--- config.mk ---
export PLATFORM = sky130hd
export DESIGN_NAME = sdram_rom_loader
export DESIGN_NICKNAME = d
export VERILOG_FILES = /design/src/rtl/sdram_rom_loader.sv
export SDC_FILE = /design/constraint.sdc
export NUM_CORES = 1
export LEC_CHECK = 0
export ABC_CLOCK_PERIOD_IN_PS = 5500
export CORE_ASPECT_RATIO = 1.2
export CORE_MARGIN = 4
export CORE_UTILIZATION = 30
export DETAILED_ROUTE_END_ITERATION = 12
export PLACE_DENSITY = 0.53
export SLEW_MARGIN = 20
export SYNTH_ARGS = -nofsm -noshare
export SYNTH_HDL_FRONTEND = slang
export SYNTH_SLANG_ARGS = --single-unit
--- constraint.sdc ---
create_clock -name clk_i -period 5.5 [get_ports clk_i]
set_input_delay 0.55 -clock clk_i [delete_from_list [all_inputs] [get_ports clk_i]]
set_output_delay 0.55 -clock clk_i [all_outputs]
set_load 0.03 [all_outputs]
--- src/rtl/sdram_rom_loader.sv ---
// Generic FIFO used by the loader; head is visible combinationally.
// Latency: one cycle from push to head/count update.
// Backpressure: pushes while full are ignored; pops while empty are ignored.
module sdram_rom_loader_fifo #(
    parameter int W     = 8,
    parameter int DEPTH = 4,
    parameter int CW    = $clog2(DEPTH) + 1
) (
    input  logic          clk_i,
    input  logic          rst_n_i,
    input  logic          push_vld_i,
    input  logic [W-1:0]  push_dat_i,
    input  logic          pop_i,
    output logic [W-1:0]  head_dat_o,
    output logic [CW-1:0] count_o
);
    localparam int AW = $clog2(DEPTH);

    logic [W-1:0]  mem_q [DEPTH];
    logic [AW-1:0] rd_q;
    logic [AW-1:0] wr_q;
    logic [CW-1:0] cnt_q;
    logic          do_push;
    logic          do_pop;

    assign do_push    = push_vld_i && (cnt_q != CW'(DEPTH));
    assign do_pop     = pop_i && (cnt_q != '0);
    assign head_dat_o = mem_q[rd_q];
    assign count_o    = cnt_q;

    always_ff @(posedge clk_i) begin
        if (do_push) begin
            mem_q[wr_q] <= push_dat_i;
        end
    end

    always_ff @(posedge clk_i or negedge rst_n_i) begin
        if (!rst_n_i) begin
            rd_q  <= '0;
            wr_q  <= '0;
            cnt_q <= '0;
        end else begin
            if (do_push) begin
                wr_q <= wr_q + AW'(1);
            end
            if (do_pop) begin
                rd_q <= rd_q + AW'(1);
            end
            if (do_push && !do_pop) begin
                cnt_q <= cnt_q + CW'(1);
            end else if (do_pop && !do_push) begin
                cnt_q <= cnt_q - CW'(1);
            end
        end
    end
endmodule

// Packs the ioctl byte stream into 16-bit words and writes them over one SDRAM toggle port.
// Latency: a completed word is requested two edges after its final byte strobe.
// Backpressure: ioctl_wait_o at FIFO_DEPTH-1 entries; one write outstanding until port_ack_i.
module sdram_rom_loader #(
    parameter logic [22:0] BASE_ADDR  = 23'h000000,
    parameter int          FIFO_DEPTH = 4
) (
    input  logic        clk_i,
    input  logic        init_n_i,
    input  logic        ioctl_downl_i,
    input  logic        ioctl_wr_i,
    input  logic [24:0] ioctl_addr_i,
    input  logic [7:0]  ioctl_dout_i,
    output logic        ioctl_wait_o,
    output logic        port_req_o,
    input  logic        port_ack_i,
    output logic        port_we_o,
    output logic [22:0] port_a_o,
    output logic [1:0]  port_ds_o,
    output logic [15:0] port_d_o,
    output logic        done_o,
    output logic        overflow_o
);
    localparam int CW = $clog2(FIFO_DEPTH) + 1;

    typedef struct packed {
        logic [22:0] a;
        logic [15:0] d;
        logic [1:0]  ds;
    } word_t;

    typedef enum logic {S_IDLE, S_WAIT} state_t;

    state_t        state_q;
    logic          port_req_q;
    logic [22:0]   port_a_q;
    logic [1:0]    port_ds_q;
    logic [15:0]   port_d_q;
    logic          downl_q;
    logic          active_q;
    logic          done_q;
    logic          overflow_q;

    logic          asm_vld_q, asm_vld_d;
    logic [23:0]   asm_waddr_q, asm_waddr_d;
    logic [15:0]   asm_data_q, asm_data_d;
    logic [1:0]    asm_mask_q, asm_mask_d;

    logic          strobe;
    logic          lane;
    logic [23:0]   waddr;
    logic [1:0]    lane_bit;
    logic [15:0]   merged_data;
    logic [1:0]    merged_mask;
    logic          downl_rise;
    logic          downl_fall;
    logic          push_vld;
    logic          push_drop;
    logic          pop;
    logic          done_cond;
    word_t         push_word;
    word_t         head;
    logic [CW-1:0] fifo_count;

    assign strobe      = ioctl_wr_i & ioctl_downl_i;
    assign waddr       = ioctl_addr_i[24:1];
    assign lane        = ioctl_addr_i[0];
    assign lane_bit    = lane ? 2'b10 : 2'b01;
    assign merged_data = lane ? {ioctl_dout_i, asm_data_q[7:0]} : {asm_data_q[15:8], ioctl_dout_i};
    assign merged_mask = asm_mask_q | lane_bit;
    assign downl_rise  = ioctl_downl_i & ~downl_q;
    assign downl_fall  = ~ioctl_downl_i & downl_q;

    // At most one push per cycle: a strobe either completes a word or evicts the held one.
    always_comb begin
        asm_vld_d    = asm_vld_q;
        asm_waddr_d  = asm_waddr_q;
        asm_data_d   = asm_data_q;
        asm_mask_d   = asm_mask_q;
        push_vld     = 1'b0;
        push_word.a  = asm_waddr_q[22:0] + BASE_ADDR;
        push_word.d  = asm_data_q;
        push_word.ds = asm_mask_q;
        if (strobe) begin
            if (asm_vld_q && (asm_waddr_q == waddr) && !asm_mask_q[lane]) begin
                if (merged_mask == 2'b11) begin
                    push_vld     = 1'b1;
                    push_word.d  = merged_data;
                    push_word.ds = 2'b11;
                    asm_vld_d    = 1'b0;
                    asm_data_d   = '0;
                    asm_mask_d   = '0;
                end else begin
                    asm_data_d = merged_data;
                    asm_mask_d = merged_mask;
                end
            end else begin
                push_vld    = asm_vld_q;
                asm_vld_d   = 1'b1;
                asm_waddr_d = waddr;
                asm_data_d  = lane ? {ioctl_dout_i, 8'h00} : {8'h00, ioctl_dout_i};
                asm_mask_d  = lane_bit;
            end
        end else if (downl_fall && asm_vld_q) begin
            push_vld   = 1'b1;
            asm_vld_d  = 1'b0;
            asm_data_d = '0;
            asm_mask_d = '0;
        end
    end

    assign push_drop = push_vld && (fifo_count == CW'(FIFO_DEPTH));
    assign pop       = (state_q == S_WAIT) && (port_ack_i == port_req_q);
    assign done_cond = active_q && !ioctl_downl_i && !asm_vld_q && (fifo_count == '0)
                       && (state_q == S_IDLE) && (port_req_q == port_ack_i);

    sdram_rom_loader_fifo #(
        .W     ($bits(word_t)),
        .DEPTH (FIFO_DEPTH),
        .CW    (CW)
    ) u_fifo (
        .clk_i      (clk_i),
        .rst_n_i    (init_n_i),
        .push_vld_i (push_vld),
        .push_dat_i (push_word),
        .pop_i      (pop),
        .head_dat_o (head),
        .count_o    (fifo_count)
    );

    always_ff @(posedge clk_i or negedge init_n_i) begin
        if (!init_n_i) begin
            asm_vld_q   <= 1'b0;
            asm_waddr_q <= '0;
            asm_data_q  <= '0;
            asm_mask_q  <= '0;
            downl_q     <= 1'b0;
            active_q    <= 1'b0;
            done_q      <= 1'b0;
            overflow_q  <= 1'b0;
        end else begin
            asm_vld_q   <= asm_vld_d;
            asm_waddr_q <= asm_waddr_d;
            asm_data_q  <= asm_data_d;
            asm_mask_q  <= asm_mask_d;
            downl_q     <= ioctl_downl_i;
            done_q      <= done_cond;
            if (downl_rise) begin
                active_q <= 1'b1;
            end else if (done_cond) begin
                active_q <= 1'b0;
            end
            if (push_drop) begin
                overflow_q <= 1'b1;
            end else if (downl_rise) begin
                overflow_q <= 1'b0;
            end
        end
    end

    // Head stays in the FIFO until acknowledged, so a new download cannot disturb it.
    always_ff @(posedge clk_i or negedge init_n_i) begin
        if (!init_n_i) begin
            state_q    <= S_IDLE;
            port_req_q <= 1'b0;
            port_a_q   <= '0;
            port_ds_q  <= '0;
            port_d_q   <= '0;
        end else begin
            case (state_q)
                S_IDLE: begin
                    if ((fifo_count != '0) && (port_req_q == port_ack_i)) begin
                        port_a_q   <= head.a;
                        port_ds_q  <= head.ds;
                        port_d_q   <= head.d;
                        port_req_q <= ~port_req_q;
                        state_q    <= S_WAIT;
                    end
                end
                S_WAIT: begin
                    if (port_ack_i == port_req_q) begin
                        state_q <= S_IDLE;
                    end
                end
                default: state_q <= S_IDLE;
            endcase
        end
    end

    assign ioctl_wait_o = fifo_count >= CW'(FIFO_DEPTH - 1);
    assign port_req_o   = port_req_q;
    assign port_we_o    = 1'b1;
    assign port_a_o     = port_a_q;
    assign port_ds_o    = port_ds_q;
    assign port_d_o     = port_d_q;
    assign done_o       = done_q;
    assign overflow_o   = overflow_q;
endmodule

==> results of run 1 <==
flip-flops by register name, indices dropped and copies added (netlist names), 3 cells and up:
signal and flops:
asm_data_q 16, u_fifo.count_o 3, port_d_o 16, port_a_o 23, u_fifo.mem_q 164, asm_waddr_q 24
worst max-delay path by stage:
stage	endpoint
floorplan	u_fifo.mem_q[0][0]
global placement	u_fifo.mem_q[0][22]
detailed placement	u_fifo.count_o[2]
CTS	u_fifo.count_o[2]
global route	u_fifo.count_o[2]
finish	u_fifo.count_o[2]
worst max-delay path: cells and delay by family:
| kind | cells | cell delay [ns] |
|---|---|---|
| simple gates | 4 | 1.00 |
| fa+ha+maj | 2 | 0.64 |
| xor+xnor | 3 | 0.55 |
| buf+inv | 2 | 0.49 |
| compound gates | 1 | 0.38 |
cells in the mapped netlist (4+ instances only):
library cell,number
xnor2_1,23
xor2_1,9
a21o_1,5
nand2_1,5
inv_1,6
o21ai_0,4
nand4_1,5
ha_1,5
edfxtp_1,164
a22o_1,17
mux2_2,55
dfrtp_1,97
clkbuf_1,7
mux2_4,28
and2_1,5
nor2_1,4
mux4_2,41
buf_1,5
metrics by stage:
step | util [%] | instances | hold slack (ns)
finish | 37.2 | 1090 | 0.101
global route | 37.2 | 1090 | 0.161
CTS | 37.2 | 1090 | 0.131
detailed placement | 34.3 | 1042 | 0.478
global placement | 34.2 | 1042 | 0.479
floorplan | - | 521 | 0.254
cells by family (layout without fill, tap and decap cells):
group,Yosys count,in the layout,share of synthesized area [%]
buf+inv,26,139,1.27
other cells,1,1,0.0362
flops,261,261,71.0
fa+ha+maj,6,6,0.798
compound gates,32,32,2.54
mux,126,126,19.2
simple gates,37,37,2.44
xor+xnor,32,32,2.71
final cells by class:
class / instances / area [um^2] / area share [%]
Clock buffer: 30 / 707 / 5.58
Multi-Input combinational cell: 234 / 2880 / 22.7
Clock inverter: 18 / 298 / 2.35
Inverter: 6 / 22.5 / 0.178
Timing Repair Buffer: 85 / 841 / 6.63
Tap cell: 456 / 571 / 4.50
Sequential cell: 261 / 7360 / 58.0
layer usage:
metal / wire (um) / vias up / part of all wire [%]
li1: - / 2217 / -
met1: 8570 / 2547 / 41
met2: 10900 / 95 / 52
met3: 900 / 29 / 4.3
met4: 437 / 0 / 2.1
met5: 0 / - / 0
power groups by stage:
stage          Combinational, uW  Clock [uW]  Sequential [uW]
6_report                    1930        2020             2820
5_1_grt                     2080        2160             2890
4_1_cts                     1990        2080             2840
3_5_place_dp                1980           0             2880
3_3_place_gp                1950           0             2860
2_1_floorplan               1070           0             3030
==> out/results.ini, run 1 <==
[run_status]
outcome = finished, final reports clean

[worst_setup_path]
cp-startpoint = ioctl_addr_i[16]
cpPeakStageDelay_ns = 0.51
crit_path_start_kind = input port
cp.arrival_ns = 3.62
r2r_slack_ns = 2.35
cp_cell_sequence = clkdlybuf4s50_1 -> xnor2_1 -> nand4_1 -> nor4_4 -> nand4b_4 -> a21oi_2 -> ha_1 -> inv_1 -> fa_1 -> xor2_1 -> nor2_1 -> xor2_1
r2r-end = u_fifo.count_o[2]
worstRegToRegCells = 11
end_kind = flop
crit_top_cell = xor2_1
cp_slowest_cell = nor4_4
r2r_start = asm_waddr_q[15]
cp.required_ns = 5.95
crit_type = in2reg
cp_max_fo = 7

[yosys]
syn_inst = 521
synth_warnings = 0
synth_edf_count = 164
ys.flop_type = edfxtp_1
synth_top_area_share_pct = 47.6
netlist_area_um2 = 10300
yosysUniqueCellTypes = 42
syn_avg_cell_area_um2 = 19.9
synth.area.top_cells = edfxtp_1 (48%), dfrtp_1 (23%), mux4_2 (8.9%)
ys_seq_elements = 261
yosysTopAreaCell = edfxtp_1
ys_async_sr_fraction_pct = 37.2
yosysSeqAreaShare_pct = 71.0
syn-num-nets = 565

[global_route]
use_met3_pct = 1.73
overflow = 0
grt_busiest_layer = met2
grt_pass1_wl_um = 32700
grt_max_degree = 59
grt_util_all_layers_pct = 11.3
antenna_found_initial = 0
grt_pass1_vias = 5445
use_met1_pct = 14.2
use_met2_pct = 20.2

[routing]
ant_nets = 0
drt_pass1_iterations = 4
vias = 4888
drc = 0
drt_iter0_markers = 271
wl_per_cell_um = 19.0
viasPerCell = 4.48
totalWireLength_um = 20800

[die]
fp.dieArea_um2 = 37500
io_pins = 84
initial_core_util_pct = 30.4
row_count = 74
die_y_um = 211
die_x_um = 178
core_um2 = 34100

[power]
p_int_uw = 4800
p_per_area_nw_per_um2 = 535
swShare_pct = 29.1
clkPwrFrac_pct = 29.8
pwr-share-seq_pct = 41.7
p_leak_uw = 0.00461
power.total_uw = 6780
ir_drop_v = 0.000226
p_sw_uw = 1980
pwr-share-comb_pct = 28.5

[clock_tree]
holdBufCountCts = 0
postCtsResizedCells = 0
htreeDepth = 1
clock-sinks = 261
cts_made_buffers = 26
cts_buffer_depth = 3
clock_latency_ns = 0.52
clockRootBuffer = clkbuf_16
path_clk_slew_ns = 0.06
cts_tree = yes
cts_setup_buffers = 0

[timing]
slew_headroom_pct = 31.5
fin_crit_sh_pct = 57.7
fin_skew_ns = 0.00830
drv_slew = 0
final.setup.worst_slack_ns = 2.33
finalHoldViolations = 0
tightest_slew_ns = 1.02
fmax_ghz = 0.315
finalSetupViolCount = 0
tns_ns = 0
rsz0062_at_grt = no
min_period_ns = 3.17

[layout]
drive_above_1_share_pct = 30.1
nNetsFinal = 658
layout.cells.most_common = edfxtp_1
layout_common_cells = edfxtp_1 (164), dfrtp_1 (95), clkdlybuf4s50_1 (81)
fillers = 3171
finalInstanceArea_um2 = 12700
diodes = 0
areaGrowthSynthToFinish_pct = 22.5

[placed_design]
dpl_cell_area_um2 = 11700
dp_hpwl_um = 13200
portBuffers = 82
gp_congestion = 0.720
pre_cts_ws_ns = 1.76

[run]
max-cap-violations = 0

[worst_hold_path]
min_path_type = in2async

No activity file was read; power rests on OpenSTA's default activity.
==> inputs of run 2 (changes only) <==
- ABC_CLOCK_PERIOD_IN_PS: 5500 -> 3050
- clock period: 5.5 -> 3.05 ns (I/O delays scaled with it)
==> run 2 against run 1 <==
Utilization is 0.88 points higher. Combinational power is 95% higher. Clock skew is 0.0054 ns higher. Non-clock buffer count is 19 higher. Largest power group unchanged.
==> out/results.ini, run 2 (synthesis results as in run 1) <==
[die]
initial_core_util_pct = 30.4
fp.dieArea_um2 = 37500
die_x_um = 178
core_um2 = 34100
io_pins = 84
row_count = 74
die_y_um = 211

[placed_design]
gp_congestion = 0.704
portBuffers = 82
dp_hpwl_um = 13900
dpl_cell_area_um2 = 12000

[layout]
areaGrowthSynthToFinish_pct = 25.4
nNetsFinal = 678
largest_register = u_fifo.mem_q
fillers = 3185
layout_common_cells = edfxtp_1 (164), dfrtp_1 (95), clkdlybuf4s50_1 (81)
largest_register_ffs = 164
layout.cells.most_common = edfxtp_1
finalInstanceArea_um2 = 13000
drive_above_1_share_pct = 31.9

[worst_setup_path]
critPathTopFamily = simple AND/OR/NAND/NOR gates
cp_max_fo = 6
crit_type = reg2reg
r2r_start = asm_waddr_q[20]
cp-startpoint = asm_waddr_q[20]
cp.required_ns = 3.46
crit_path_start_kind = flop
cp_cell_sequence = xor2_1 -> nor4_2 -> nor4b_1 -> a21o_1 -> a21oi_2 -> ha_1 -> inv_1 -> fa_1 -> mux2_2
cpPeakStageDelay_ns = 0.51
cp.arrival_ns = 3.20
crit_buf_inv = 1
end_kind = flop
cp_slowest_cell = nor4_2

[worst_hold_path]
min_path_type = in2async

[global_route]
grt_util_all_layers_pct = 11.6
grt_pass1_wl_um = 33700
use_met2_pct = 20.6
grt_pass1_vias = 5637
overflow = 0
antenna_found_initial = 1
grt_max_degree = 54
use_met3_pct = 1.59
grt_busiest_layer = met2
use_met1_pct = 14.7

[routing]
drt_pass1_iterations = 4
drc = 0
vias = 5022
totalWireLength_um = 21300
wl_per_cell_um = 19.2
drt_iter0_markers = 231
ant_nets = 0
viasPerCell = 4.52

[run_status]
outcome = finished, final reports clean

[timing]
finalHoldViolations = 0
rsz0062_at_grt = no
slew_headroom_pct = 31.3
fin_skew_ns = 0.0137
drv_slew = 0
tightest_slew_ns = 1.03
min_period_ns = 2.79
fmax_ghz = 0.358
finalSetupViolCount = 0
fin_crit_sh_pct = 91.5
tns_ns = 0

[clock_tree]
cts_tree = yes
cts_buffer_depth = 3
path_clk_slew_ns = 0.06
cts_made_buffers = 27
postCtsResizedCells = 0
clock_latency_ns = 0.54
clockRootBuffer = clkbuf_16
clock-sinks = 261
htreeDepth = 1
cts_setup_buffers = 0

[power]
p_int_uw = 8770
p_leak_uw = 0.00475
swShare_pct = 29.3
p_per_area_nw_per_um2 = 956
clkPwrFrac_pct = 29.6
pwr-share-comb_pct = 30.3
ir_drop_v = 0.000343
pwr-share-seq_pct = 40.1
p_sw_uw = 3640

[run]
max-cap-violations = 0

[run 2: per-stage QoR]
step | setup slack, ns | cells | power, uW | hold slack, ns | utilization (%)
2_1_floorplan | 0.106 | 521 | 7400 | 0.00941 | -
3_3_place_gp | 0.000653 | 1060 | 8820 | 0.386 | 35.1
3_5_place_dp | -0.0890 | 1060 | 8920 | 0.401 | 35.1
4_1_cts | 0.221 | 1111 | 12600 | 0.371 | 38.1
5_1_grt | 0.110 | 1112 | 13000 | 0.378 | 38.1
6_report | 0.260 | 1112 | 12400 | 0.333 | 38.1
[run 2: repair_timing]
action,in CTS,in global routing
endpoints found under the setup margin,0,0
hold buffers,1,0
endpoints found under the hold margin,44,0
[run 2: worst paths after layout]
path | end | slack, ns | depth (start not counted)
max reg2reg | u_fifo.count_o[1] | 0.26 | 9
max in group asynchronous | u_fifo.rd_q[1] | 1.92 | 3
max | u_fifo.count_o[1] | 0.26 | 9
min in group clk_i | downl_q | 0.42 | 1
min reg2reg | asm_data_q[3] | 0.50 | 1
min | port_a_o[15] | 0.33 | 2
[run 2: power groups by stage]
stage          Combinational [uW]  Sequential (uW)  Clock (uW)
2_1_floorplan                1930             5470           0
3_3_place_gp                 3780             5040           0
3_5_place_dp                 3850             5070           0
4_1_cts                      3860             5000        3780
5_1_grt                      4040             5080        3920
6_report                     3760             4980        3680
[run 2: final cells by class]
cell class	instances	area (um^2)	share of cell area [%]
inverters	6	22.5	0.174
well taps	456	571	4.40
multi-input cells	234	2880	22.2
diodes	1	2.50	0.0193
repair buffers	104	1140	8.75
clock buffers	35	746	5.75
clock inverters	15	270	2.08
flip-flops and latches	261	7350	56.7
[run 2: worst reg2reg max path: cells and delay by family, from the launching register on]
family          cells  cell delay, ns
simple gates        2            0.81
fa+ha+maj           2            0.61
flops               1            0.45
mux                 1            0.27
compound gates      2            0.26
xor+xnor            1            0.18
buf+inv             1            0.08
[run 2: per-layer routing]
layer	vias up	wire (um)
li1	2256	-
met1	2649	9100
met2	87	11100
met3	30	617
met4	0	538
met5	-	0
==> inputs of run 3 (changes only) <==
- RECOVER_POWER: default -> 25
==> run 3 against run 2 <==
Design area hardly changed. Clock skew hardly changed. Wire length about the same. Maximum frequency unchanged. Critical path depth stayed put. Critical path type unchanged. Global-route usage unchanged. Register-to-register slack hardly changed. Clock-buffer cell count unchanged. Via count hardly changed. Largest power group unchanged. Final cell count unchanged.
==> out/results.ini, run 3 (synthesis results as in run 1) <==
[layout]
fillers = 3186
layout.cells.most_common = edfxtp_1
largest_register_ffs = 164
area.sequential_um2 = 7350
multi_input_area_um2 = 2880
drive_above_1_share_pct = 31.9
layout_common_cells = edfxtp_1 (164), dfrtp_1 (95), clkdlybuf4s50_1 (80)
finalInstanceArea_um2 = 13000
areaGrowthSynthToFinish_pct = 25.4
largest_register = u_fifo.mem_q
nNetsFinal = 678

[worst_setup_path]
crit_type = reg2reg
cp_max_fo = 6
end_kind = flop
r2r_start = asm_waddr_q[20]
cp.arrival_ns = 3.20
crit_path_start_kind = flop
r2r-end = u_fifo.count_o[1]
cp.required_ns = 3.46
r2r_slack_ns = 0.26
worstRegToRegCells = 9

[die]
io_pins = 84
initial_core_util_pct = 30.4
fp.dieArea_um2 = 37500
row_count = 74
core_um2 = 34100
die_y_um = 211
die_x_um = 178

[timing]
tightest_slew_ns = 1.31
finalHoldWorstSlack_ns = 0.426
rsz0062_at_grt = no
finalSetupViolCount = 0
fmax_ghz = 0.358
fin_skew_ns = 0.0137
fin_crit_sh_pct = 91.5
finalHoldViolations = 0
min_period_ns = 2.79
drv_slew = 0
final.setup.worst_slack_ns = 0.260
slew_headroom_pct = 12.8

[clock_tree]
clockRootBuffer = clkbuf_16
clock-sinks = 261
cts_setup_buffers = 0
clock_latency_ns = 0.54
postCtsResizedCells = 0
htreeDepth = 1
path_clk_slew_ns = 0.06
cts_made_buffers = 27
cts_tree = yes
holdBufCountCts = 1
cts_buffer_depth = 3

[global_route]
overflow = 0
grt_max_degree = 54
antenna_found_initial = 1
grt_pass1_vias = 5637
grt_pass1_wl_um = 33700
grt_util_all_layers_pct = 11.6

[run]
max-cap-violations = 0

[routing]
totalWireLength_um = 21400
vias = 5023
wl_per_cell_um = 19.2
drt_iter0_markers = 231
drc = 0
drt_pass1_iterations = 5
ant_nets = 0
viasPerCell = 4.52

[placed_design]
gp_congestion = 0.704
dp_hpwl_um = 13900
dpl_cell_area_um2 = 12000
pre_cts_ws_ns = -0.0890
portBuffers = 82

[worst_hold_path]
min_to = asm_waddr_q[23]
whs_path_depth = 2
min_from = ioctl_addr_i[24]
min_path_type = in2reg

[power]
power.total_uw = 12400
ir_drop_v = 0.000343
p_per_area_nw_per_um2 = 957
p_leak_uw = 0.00475

[run_status]
outcome = finished, final reports clean

run 3: changes by cell type in the layout (fill, tap and decap cells not counted):
cell	delta
buf_4	-1
clkbuf_2	+1
clkdlybuf4s50_1	-1
dlygate4sd3_1	+1
run 3: routing by layer:
metal | vias to the layer above | track usage (%) | routed length, um | share of wire (%)
met5 | - | 0 | 0 | 0
met4 | 0 | 3.71 | 538 | 2.5
met3 | 30 | 1.59 | 617 | 2.9
met2 | 87 | 20.6 | 11100 | 52
met1 | 2650 | 14.7 | 9110 | 43
li1 | 2256 | - | - | -
run 3: power breakdown:
group / internal (uW) / leakage [uW] / total (uW) / switching, uW
logic: 1910 / 0.00159 / 3760 / 1850
clock network: 2330 / 0.000495 / 3680 / 1350
registers: 4540 / 0.00267 / 4980 / 440
total: 8770 / 0.00475 / 12400 / 3640
run 3: worst max path at each step:
stage / startpoint / end / slack (ns) / cells past startpoint
finish: asm_waddr_q[20] / u_fifo.count_o[1] / 0.26 / 9
global route: asm_waddr_q[15] / u_fifo.count_o[2] / 0.11 / 11
CTS: asm_waddr_q[15] / u_fifo.count_o[2] / 0.22 / 11
detailed placement: ioctl_addr_i[16] / u_fifo.count_o[2] / -0.09 / 12
global placement: ioctl_addr_i[21] / u_fifo.count_o[1] / 0.0007 / 10
floorplan: asm_waddr_q[15] / u_fifo.mem_q[2][0] / 0.11 / 6
run 3: area by class of cell:
cell class,count,area share [%]
Antenna cell,1,0.0193
Clock buffer,35,5.75
Clock inverter,15,2.08
Inverter,6,0.174
Multi-Input combinational cell,234,22.2
Sequential cell,261,56.7
Tap cell,456,4.40
Timing Repair Buffer,104,8.74
run 3: per-stage QoR:
step           setup TNS, ns  util [%]  instances
2_1_floorplan              0         -        521
3_3_place_gp               0      35.1       1060
3_5_place_dp          -0.162      35.1       1060
4_1_cts                    0      38.1       1111
5_1_grt                    0      38.1       1112
6_report                   0      38.1       1112
run 3: worst max-delay path, cell delays in order, from the launching register on:
cell and delay (ns):
dfrtp_1 0.45, xor2_1 0.18, nor4_2 0.51, nor4b_1 0.29, a21o_1 0.19, a21oi_2 0.07, ha_1 0.21, inv_1 0.08
fa_1 0.40, mux2_2 0.27
